<file path="config.mk">
export PLATFORM = sky130hd
export DESIGN_NAME = conv_stream_master
export DESIGN_NICKNAME = d
export VERILOG_FILES = /design/src/rtl/conv_stream_master.sv
export SDC_FILE = /design/constraint.sdc
export NUM_CORES = 1
export LEC_CHECK = 0
export ABC_AREA = 1
export CORE_ASPECT_RATIO = 0.9
export CORE_MARGIN = 3
export CORE_UTILIZATION = 53
export CTS_CLUSTER_DIAMETER = 150
export DETAILED_ROUTE_END_ITERATION = 16
export PLACE_DENSITY = 0.92
export SYNTH_ARGS = -nofsm -noshare
export SYNTH_HDL_FRONTEND = slang
export SYNTH_SLANG_ARGS = --single-unit
</file>
<file path="constraint.sdc">
create_clock -name clk -period 6.75 [get_ports clk]
set_input_delay 1.6875 -clock clk [delete_from_list [all_inputs] [get_ports clk]]
set_output_delay 1.6875 -clock clk [all_outputs]
set_load 0.01 [all_outputs]
</file>
<file path="src/rtl/conv_stream_master.sv">
// Host-side stream engine: replays ifmap then weight words from a source RAM as
// AXI-Stream masters, then sinks the accelerator's result stream into a destination RAM.
module conv_stream_master #(
  parameter int DATA_WIDTH = 16,
  parameter int ADDR_SIZE  = 16,
  parameter int LEN_WIDTH  = 16
) (
  input  logic                  clk,
  input  logic                  rst,
  input  logic                  start,
  input  logic [ADDR_SIZE-1:0]  ifmap_base,
  input  logic [ADDR_SIZE-1:0]  weight_base,
  input  logic [ADDR_SIZE-1:0]  result_base,
  input  logic [LEN_WIDTH-1:0]  ifmap_len,
  input  logic [LEN_WIDTH-1:0]  weight_len,
  input  logic [LEN_WIDTH-1:0]  result_len,
  output logic                  src_rd_en,
  output logic [ADDR_SIZE-1:0]  src_rd_addr,
  input  logic [DATA_WIDTH-1:0] src_rd_data,
  output logic [DATA_WIDTH-1:0] ifmap_w_data,
  output logic                  ifmap_w_valid,
  output logic                  ifmap_w_last,
  input  logic                  ifmap_w_ready,
  output logic [DATA_WIDTH-1:0] weight_w_data,
  output logic                  weight_w_valid,
  output logic                  weight_w_last,
  input  logic                  weight_w_ready,
  input  logic [DATA_WIDTH-1:0] r_data,
  input  logic                  r_valid,
  input  logic                  r_last,
  output logic                  r_ready,
  output logic                  dst_wr_en,
  output logic [ADDR_SIZE-1:0]  dst_wr_addr,
  output logic [DATA_WIDTH-1:0] dst_wr_data,
  output logic                  busy,
  output logic                  done,
  output logic                  err_last
);

  typedef enum logic [2:0] {
    IDLE   = 3'd0,
    SEND_I = 3'd1,
    SEND_W = 3'd2,
    RECV   = 3'd3,
    FIN    = 3'd4
  } state_t;

  state_t state, state_nxt;

  logic [ADDR_SIZE-1:0]  ifmap_base_q, weight_base_q, result_base_q;
  logic [LEN_WIDTH-1:0]  ifmap_len_q, weight_len_q, result_len_q;
  logic [LEN_WIDTH-1:0]  read_idx, send_idx, recv_idx;
  logic                  inflight;
  logic [1:0]            occ;
  logic                  wr_ptr, rd_ptr;
  logic [DATA_WIDTH-1:0] fifo_mem [2];

  logic                  start_acc, sending, send_w_phase;
  logic [ADDR_SIZE-1:0]  phase_base;
  logic [LEN_WIDTH-1:0]  phase_len;
  logic                  head_valid, head_ready, head_last;
  logic [DATA_WIDTH-1:0] head_data;
  logic                  pop, phase_done, rd_en;
  logic [2:0]            credit;
  logic                  recv_hs, recv_at_end, recv_end, recv_err;

  // First non-empty phase among the remaining ones; FIN when nothing is left.
  function automatic state_t first_phase(input logic i_nz, input logic w_nz,
                                         input logic r_nz);
    if (i_nz)      return SEND_I;
    else if (w_nz) return SEND_W;
    else if (r_nz) return RECV;
    else           return FIN;
  endfunction

  assign start_acc    = start && (state == IDLE);
  assign sending      = (state == SEND_I) || (state == SEND_W);
  assign send_w_phase = (state == SEND_W);
  assign phase_base   = send_w_phase ? weight_base_q : ifmap_base_q;
  assign phase_len    = send_w_phase ? weight_len_q : ifmap_len_q;

  assign head_valid = sending && (occ != 2'd0);
  assign head_data  = fifo_mem[rd_ptr];
  assign head_ready = send_w_phase ? weight_w_ready : ifmap_w_ready;
  assign head_last  = (send_idx == phase_len - LEN_WIDTH'(1));
  assign pop        = head_valid && head_ready;
  assign phase_done = pop && head_last;

  // A beat leaving this cycle frees its slot, so the refill read may go out now;
  // this keeps ready-high streaming at one beat per cycle.
  assign credit = {1'b0, occ} + {2'b00, inflight} - {2'b00, pop};
  assign rd_en  = sending && (read_idx < phase_len) && (credit < 3'd2);

  assign src_rd_en   = rd_en;
  assign src_rd_addr = rd_en ? phase_base + ADDR_SIZE'(read_idx) : '0;

  assign ifmap_w_valid  = head_valid && !send_w_phase;
  assign ifmap_w_data   = ifmap_w_valid ? head_data : '0;
  assign ifmap_w_last   = ifmap_w_valid && head_last;
  assign weight_w_valid = head_valid && send_w_phase;
  assign weight_w_data  = weight_w_valid ? head_data : '0;
  assign weight_w_last  = weight_w_valid && head_last;

  assign recv_hs     = (state == RECV) && r_valid;
  assign recv_at_end = (recv_idx == result_len_q - LEN_WIDTH'(1));
  assign recv_end    = recv_hs && (r_last || recv_at_end);
  assign recv_err    = recv_hs && (r_last != recv_at_end);

  assign dst_wr_en   = recv_hs;
  assign dst_wr_addr = recv_hs ? result_base_q + ADDR_SIZE'(recv_idx) : '0;
  assign dst_wr_data = recv_hs ? r_data : '0;

  always_comb begin
    state_nxt = state;
    busy      = 1'b0;
    done      = 1'b0;
    r_ready   = 1'b0;
    unique case (state)
      IDLE: begin
        if (start)
          state_nxt = first_phase(ifmap_len != '0, weight_len != '0, result_len != '0);
      end
      SEND_I: begin
        busy = 1'b1;
        if (phase_done)
          state_nxt = first_phase(1'b0, weight_len_q != '0, result_len_q != '0);
      end
      SEND_W: begin
        busy = 1'b1;
        if (phase_done)
          state_nxt = first_phase(1'b0, 1'b0, result_len_q != '0);
      end
      RECV: begin
        busy    = 1'b1;
        r_ready = 1'b1;
        if (recv_end) state_nxt = FIN;
      end
      FIN: begin
        busy      = 1'b1;
        done      = 1'b1;
        state_nxt = IDLE;
      end
      default: state_nxt = IDLE;
    endcase
  end

  // Control: state, FIFO bookkeeping, counters, sticky error
  always_ff @(posedge clk or posedge rst) begin
    if (rst) begin
      state    <= IDLE;
      inflight <= 1'b0;
      occ      <= 2'd0;
      wr_ptr   <= 1'b0;
      rd_ptr   <= 1'b0;
      read_idx <= '0;
      send_idx <= '0;
      recv_idx <= '0;
      err_last <= 1'b0;
    end else begin
      state    <= state_nxt;
      inflight <= rd_en;
      if (!sending || phase_done) begin
        occ      <= 2'd0;
        wr_ptr   <= 1'b0;
        rd_ptr   <= 1'b0;
        read_idx <= '0;
        send_idx <= '0;
      end else begin
        occ <= 2'(credit);
        if (inflight) wr_ptr <= ~wr_ptr;
        if (pop) begin
          rd_ptr   <= ~rd_ptr;
          send_idx <= send_idx + LEN_WIDTH'(1);
        end
        if (rd_en) read_idx <= read_idx + LEN_WIDTH'(1);
      end
      if (state != RECV)
        recv_idx <= '0;
      else if (recv_hs)
        recv_idx <= recv_idx + LEN_WIDTH'(1);
      if (start_acc)
        err_last <= 1'b0;
      else if (recv_err)
        err_last <= 1'b1;
    end
  end

  // Data: transfer descriptors and FIFO storage
  always_ff @(posedge clk) begin
    if (start_acc) begin
      ifmap_base_q  <= ifmap_base;
      weight_base_q <= weight_base;
      result_base_q <= result_base;
      ifmap_len_q   <= ifmap_len;
      weight_len_q  <= weight_len;
      result_len_q  <= result_len;
    end
    if (sending && inflight)
      fifo_mem[wr_ptr] <= src_rd_data;
  end

endmodule
</file>
### Word level (Yosys, flattened, before mapping)

Memory sizes are Yosys's and may differ from the RTL's.
Cells that the tools add are included.

* muxes and demuxes: 36
* reductions and logical operators: 33
* order comparisons: 2
* multipliers: 0
* div/mod/pow operators: 0
* equality and inequality tests: 12
* shift operators: 0
* bitwise operators: 2
* add/sub/neg operators: 9

Operators by type and width (number)
* two-way mux 16 bit: 13
* nonzero test 16 bit: 5
* adder 16 x 1 -> 16 bit, second input constant: 3
* adder 16 bit: 2
* == test 16 bit: 2
* subtractor 16 x 1 -> 16 bit, second input constant: 2
* two-way mux 3 bit: 9
* < comparator 16 bit: 1
* logical AND 1 bit: 14
* two-way mux 1 bit: 12
* case mux 3 bit (4 select lines): 1
* nonzero test 2 bit: 6
* == test 3 x 2 -> 1 bit, second input constant: 2
* inequality test 2 bit, second input constant: 3
* AND reduction 4 bit: 1
* OR reduction 4 bit: 1
* adder 2 x 1 -> 3 bit: 1
* == test 3 x 1 -> 1 bit, second input constant: 1
* == test 3 bit, second input constant: 1
* logical NOT 3 bit: 1
* logical OR 1 bit: 3
* < comparator 3 x 2 -> 1 bit, second input constant: 1
* inequality test 3 x 2 -> 1 bit, second input constant: 1
* subtractor 3 x 1 -> 3 bit: 1
* 5 further kinds: 7

* bits in read-only memories: 0
* memory bits (writable): 32
* bits in latches: 0
* memories: 1
* output and inout bits: 90
* flip-flop bits (word level): 153
* word-level logic and storage cells: 110

Memory list
* fifo_mem: depth 2, bits a word 16, rd ports 1, clocked after Yosys merged registers in 0, write ports 1, RTL line 56 `logic [DATA_WIDTH-1:0] fifo_mem [2];`

### Depth between registers and ports, before layout

* depth after elaboration: 9
* gate-level depth with buffers: 22

### Least setup slack after synthesis

Ideal clock, no wire load.

* kind: in2reg
* start point: in start
* end point: reg ifmap_base_q[0] (enable)
* data arrival time: 5720 ps
* path slack: 477 ps
* buffers on the path: 0
* setup time: 553 ps
* stages on the path: 2
* cells stage by stage: inv_1 > nor2_1

* longest elaborated chain between the ends: 1

Ends and longest elaborated chain
* start, declared: RTL line 10 `input logic start,`
* logical AND 1 bit: RTL line 76 `assign start_acc = start && (state == IDLE);`
* named net start_acc: RTL line 58 `logic start_acc, sending, send_w_phase;`
* end signal, assigned: RTL line 191 `ifmap_base_q <= ifmap_base;`
* end, declared: RTL line 50 `logic [ADDR_SIZE-1:0] ifmap_base_q, weight_base_q, result_base_q;`

The timed path passes the listed nets, and every way through them passes these cells.
A chain may end at the register's enable or synchronous reset.

### Final worst setup path

* start point: in ifmap_w_ready
* end point: out src_rd_addr[12]

* longest elaborated chain between the ends: 6

Ends and longest elaborated chain
* start, declared: RTL line 23 `input logic ifmap_w_ready,`
* two-way mux 1 bit: RTL line 84 `assign head_ready = send_w_phase ? weight_w_ready : ifmap_w_ready;`
* logical AND 1 bit: RTL line 86 `assign pop = head_valid && head_ready;`
* subtractor 3 x 1 -> 3 bit: RTL line 91 `assign credit = {1'b0, occ} + {2'b00, inflight} - {2'b00, pop};`
* < comparator 3 x 2 -> 1 bit: RTL line 92 `assign rd_en = sending && (read_idx < phase_len) && (credit < 3'd2);`
* logical AND 1 bit: RTL line 92
* two-way mux 16 bit: RTL line 95 `assign src_rd_addr = rd_en ? phase_base + ADDR_SIZE'(read_idx) : '0;`
* end, declared: RTL line 18 `output logic [ADDR_SIZE-1:0] src_rd_addr,`

Every way passes these cells.

==> impl_metrics.env <==
export IMPL_cp_required_ns=5.06
export IMPL_post_drt_wl_per_cell_um=17.1
export IMPL_grt_usage_pct=27.1
export IMPL_portBuffers=224
export IMPL_initial_core_util_pct=55.1
export IMPL_grt_pass1_wl_mm=50.1
export IMPL_fmax_ghz=0.152
export IMPL_hpwl_mm=24.1
export IMPL_cts_max_level=4
export IMPL_r2r_start="state[0]$_DFFE_PP0P_"
export IMPL_num_rows=49
export IMPL_ys_ff_latch=185
export IMPL_ir_worst_vdd_mv=0.261
export IMPL_synth_edf_count=128
export IMPL_relSlewSlack_pct=14.8
export IMPL_yosysSeqAreaShare_pct=46.8
export IMPL_seqPwrFrac_pct=32.3
export IMPL_vias_per_cell=5.54
export IMPL_cellLeakagePower_nw=6.29
export IMPL_final_antenna_net_count=0
export IMPL_clk_pin_slew_ns=0.08
export IMPL_cp_cell_sequence="clkdlybuf4s50_1 -> a22oi_2 -> inv_1 -> ha_1 -> inv_1 -> ha_1 -> fa_1 -> nor2_1 -> nand3_1 -> a211oi_2 -> nand2_2 -> inv_4 -> nand2_1 -> nor2_1 -> clkdlybuf4s50_1"
export IMPL_start_kind="input port"
export IMPL_crit_path_end_kind="output port"
export IMPL_clock_latency_ns=0.44
export IMPL_syn_area_per_cell_sq_um=8.45
export IMPL_clk_path_buf_depth=2
export IMPL_holdWs_ns=0.529
export IMPL_synthDistinctLibCells=52
export IMPL_fp_dieH_um=144
export IMPL_root_buffer="clkbuf_16"
export IMPL_finalCritPeriodShare_pct=97.7
export IMPL_syn_instance_count=1331
export IMPL_p_switching_w=0.00202
export IMPL_maxCapViolations=0
export IMPL_clock_power_share_pct=21.1
export IMPL_hold_buffers=0
export IMPL_finalWirelength_mm=31.8
export IMPL_route_detailed_drc=0
export IMPL_grt_overflow_total=0
export IMPL_r2r_end="read_idx[12]$_DFFE_PP0P_"
export IMPL_outcome="finished, final reports clean"
export IMPL_vias=10300
export IMPL_cts_num_sinks=185
export IMPL_path_class="input port to output port"
export IMPL_synthFlopType="edfxtp_1"
export IMPL_critPathLaunch="ifmap_w_ready"
export IMPL_area_growth_pct=28.9
export IMPL_min_period_ns=6.60
export IMPL_antenna_found_initial=1
export IMPL_drtPass1Iterations=5
export IMPL_max_stage_delay_ns=0.55
export IMPL_total_power_w=0.00486
export IMPL_nNetsFinal=1761
export IMPL_tightest_slew_ns=1.28
export IMPL_comb_power_share_pct=46.6
export IMPL_io_pins=225
export IMPL_fp_dieW_um=160
export IMPL_cp_arrival_ns=4.91
export IMPL_holdPathStages=2
export IMPL_drv_slew=0
export IMPL_crit_fanout=5
export IMPL_drt_iter0_drc=1056
export IMPL_power_density_nw_per_um2=335
export IMPL_drive_gt1_share_pct=6.89
export IMPL_yosys_warnings=0
export IMPL_intPower_w=0.00284
export IMPL_syn_area_sq_um=11300
export IMPL_dieArea_sq_um=23000
export IMPL_setup_viol=0
export IMPL_synthArstFlopShare_pct=30.8
export IMPL_cts_made_buffers=17
export IMPL_coreArea_sq_um=20400
export IMPL_skew_ns=0.0110
export IMPL_r2r_worst_path_cells=18
export IMPL_grt_max_degree=98
export IMPL_grt_pass1_vias=10300
export IMPL_cp_slowest_cell="clkdlybuf4s50_1"
export IMPL_hold_path_class="flip-flop to flip-flop"
export IMPL_cts_tree="yes"
export IMPL_endpoint="src_rd_addr[12]"
export IMPL_swShare_pct=41.5
export IMPL_synth_nets=1522
export IMPL_antenna_cells=0
export IMPL_gp_congestion=0.969
export IMPL_r2r_slack_ns=2.60
export IMPL_hold_viol_final=0
[cells in the mapped netlist, types with 8 or more instances]
master	n	share of area, %
nand2_1	299	10
nor2_1	182	6.1
inv_1	160	5.3
edfxtp_1	128	34
nand3_1	88	3.9
a21oi_1	67	3.0
dfrtp_1	57	13
ha_1	53	5.9
o21ai_0	44	2.0
xor2_1	40	3.1
nor3_1	23	1.0
nor4_1	21	1.2
nand4_1	18	1.0
nor2_2	18	1.0
mux2i_1	17	1.5
xnor2_1	12	0.93
clkbuf_1	11	0.37
nand2_2	8	0.44
[metrics by stage]
step	cells	util (%)	setup TNS (ns)	worst slack (ns)	cell area, sq um
after floorplan	1331	-	0	0.477	11300
after global placement	1827	67.7	0	0.0547	13800
after detailed placement	1827	67.7	-0.157	-0.0805	13800
after CTS	1859	70.7	0	0.0169	14400
after global routing	1863	71.0	-0.000200	-0.000200	14500
final	1863	71.0	0	0.155	14500
[worst max-delay path: cells and delay by family]
family / cells / cell delay, ns
AO/OA/AOI/OAI: 2 / 0.46
adder cells (fa/ha/maj): 3 / 0.97
AND/OR/NAND/NOR: 5 / 0.56
buffers and inverters: 5 / 1.24
[per-layer routing]
metal	GRT usage [%]	share of wire [%]
met5	0	0.041
met3	5.44	6.4
met1	32.4	39
met2	49.1	52
met4	10.1	2.7
[sequential cells by signal, indices dropped and copies added (netlist names)]
register,flops
result_len_q,16
rd_ptr,1
occ,2
result_base_q,16
wr_ptr,1
read_idx,16
ifmap_len_q,16
weight_base_q,16
err_last,1
send_idx,16
recv_idx,16
state,3
fifo_mem,32
inflight,1
ifmap_base_q,16
weight_len_q,16
[kinds of logic after synthesis]
group | after synthesis | share of synthesized area, %
compound gates | 150 | 7.59
xor+xnor | 52 | 4.05
fa+ha+maj | 56 | 6.43
buf+inv | 188 | 6.72
flops | 185 | 46.8
mux | 17 | 1.51
simple gates | 683 | 26.9
[final cells by class]
class	instances	area, sq um
inverters	166	626
well taps	280	350
repair buffers	241	2400
multi-input cells	958	5250
clock inverters	15	176
clock buffers	17	425
flip-flops and latches	185	5270
fillers	1452	5910
repair inverters	1	7.51
[placed cells by master, fill, tap and decap left out, drive strengths merged, types with 49 or more instances in the layout]
cell	n
ha	53
inv	170
edfxtp	128
clkdlybuf4s50	213
nor2	203
nand3	94
a21oi	67
nand2	309
dfrtp	57
o21ai	49
[worst min-delay path by stage]
stage | from | to | slack [ns]
floorplan | err_last$_DFFE_PP0P_ | err_last$_DFFE_PP0P_ | 0.53
global placement | err_last$_DFFE_PP0P_ | err_last$_DFFE_PP0P_ | 0.50
detailed placement | err_last$_DFFE_PP0P_ | err_last$_DFFE_PP0P_ | 0.51
CTS | err_last$_DFFE_PP0P_ | err_last$_DFFE_PP0P_ | 0.53
global route | err_last$_DFFE_PP0P_ | err_last$_DFFE_PP0P_ | 0.59
finish | err_last$_DFFE_PP0P_ | err_last$_DFFE_PP0P_ | 0.53
[timing repair]
item,CTS,global route
cloned,0,1
resized for setup,2,13
setup endpoints to repair,6,16
pin swaps,0,2
buffers inserted,0,3
[power groups by stage]
stage               sequential, W  combinational [W]  clock, W
detailed placement        0.00159            0.00217         0
floorplan                 0.00156            0.00139         0
global route              0.00159            0.00248   0.00109
finish                    0.00157            0.00226   0.00102
global placement          0.00158            0.00209         0
CTS                       0.00157            0.00219   0.00104
Power figures use the tool's default switching activity.
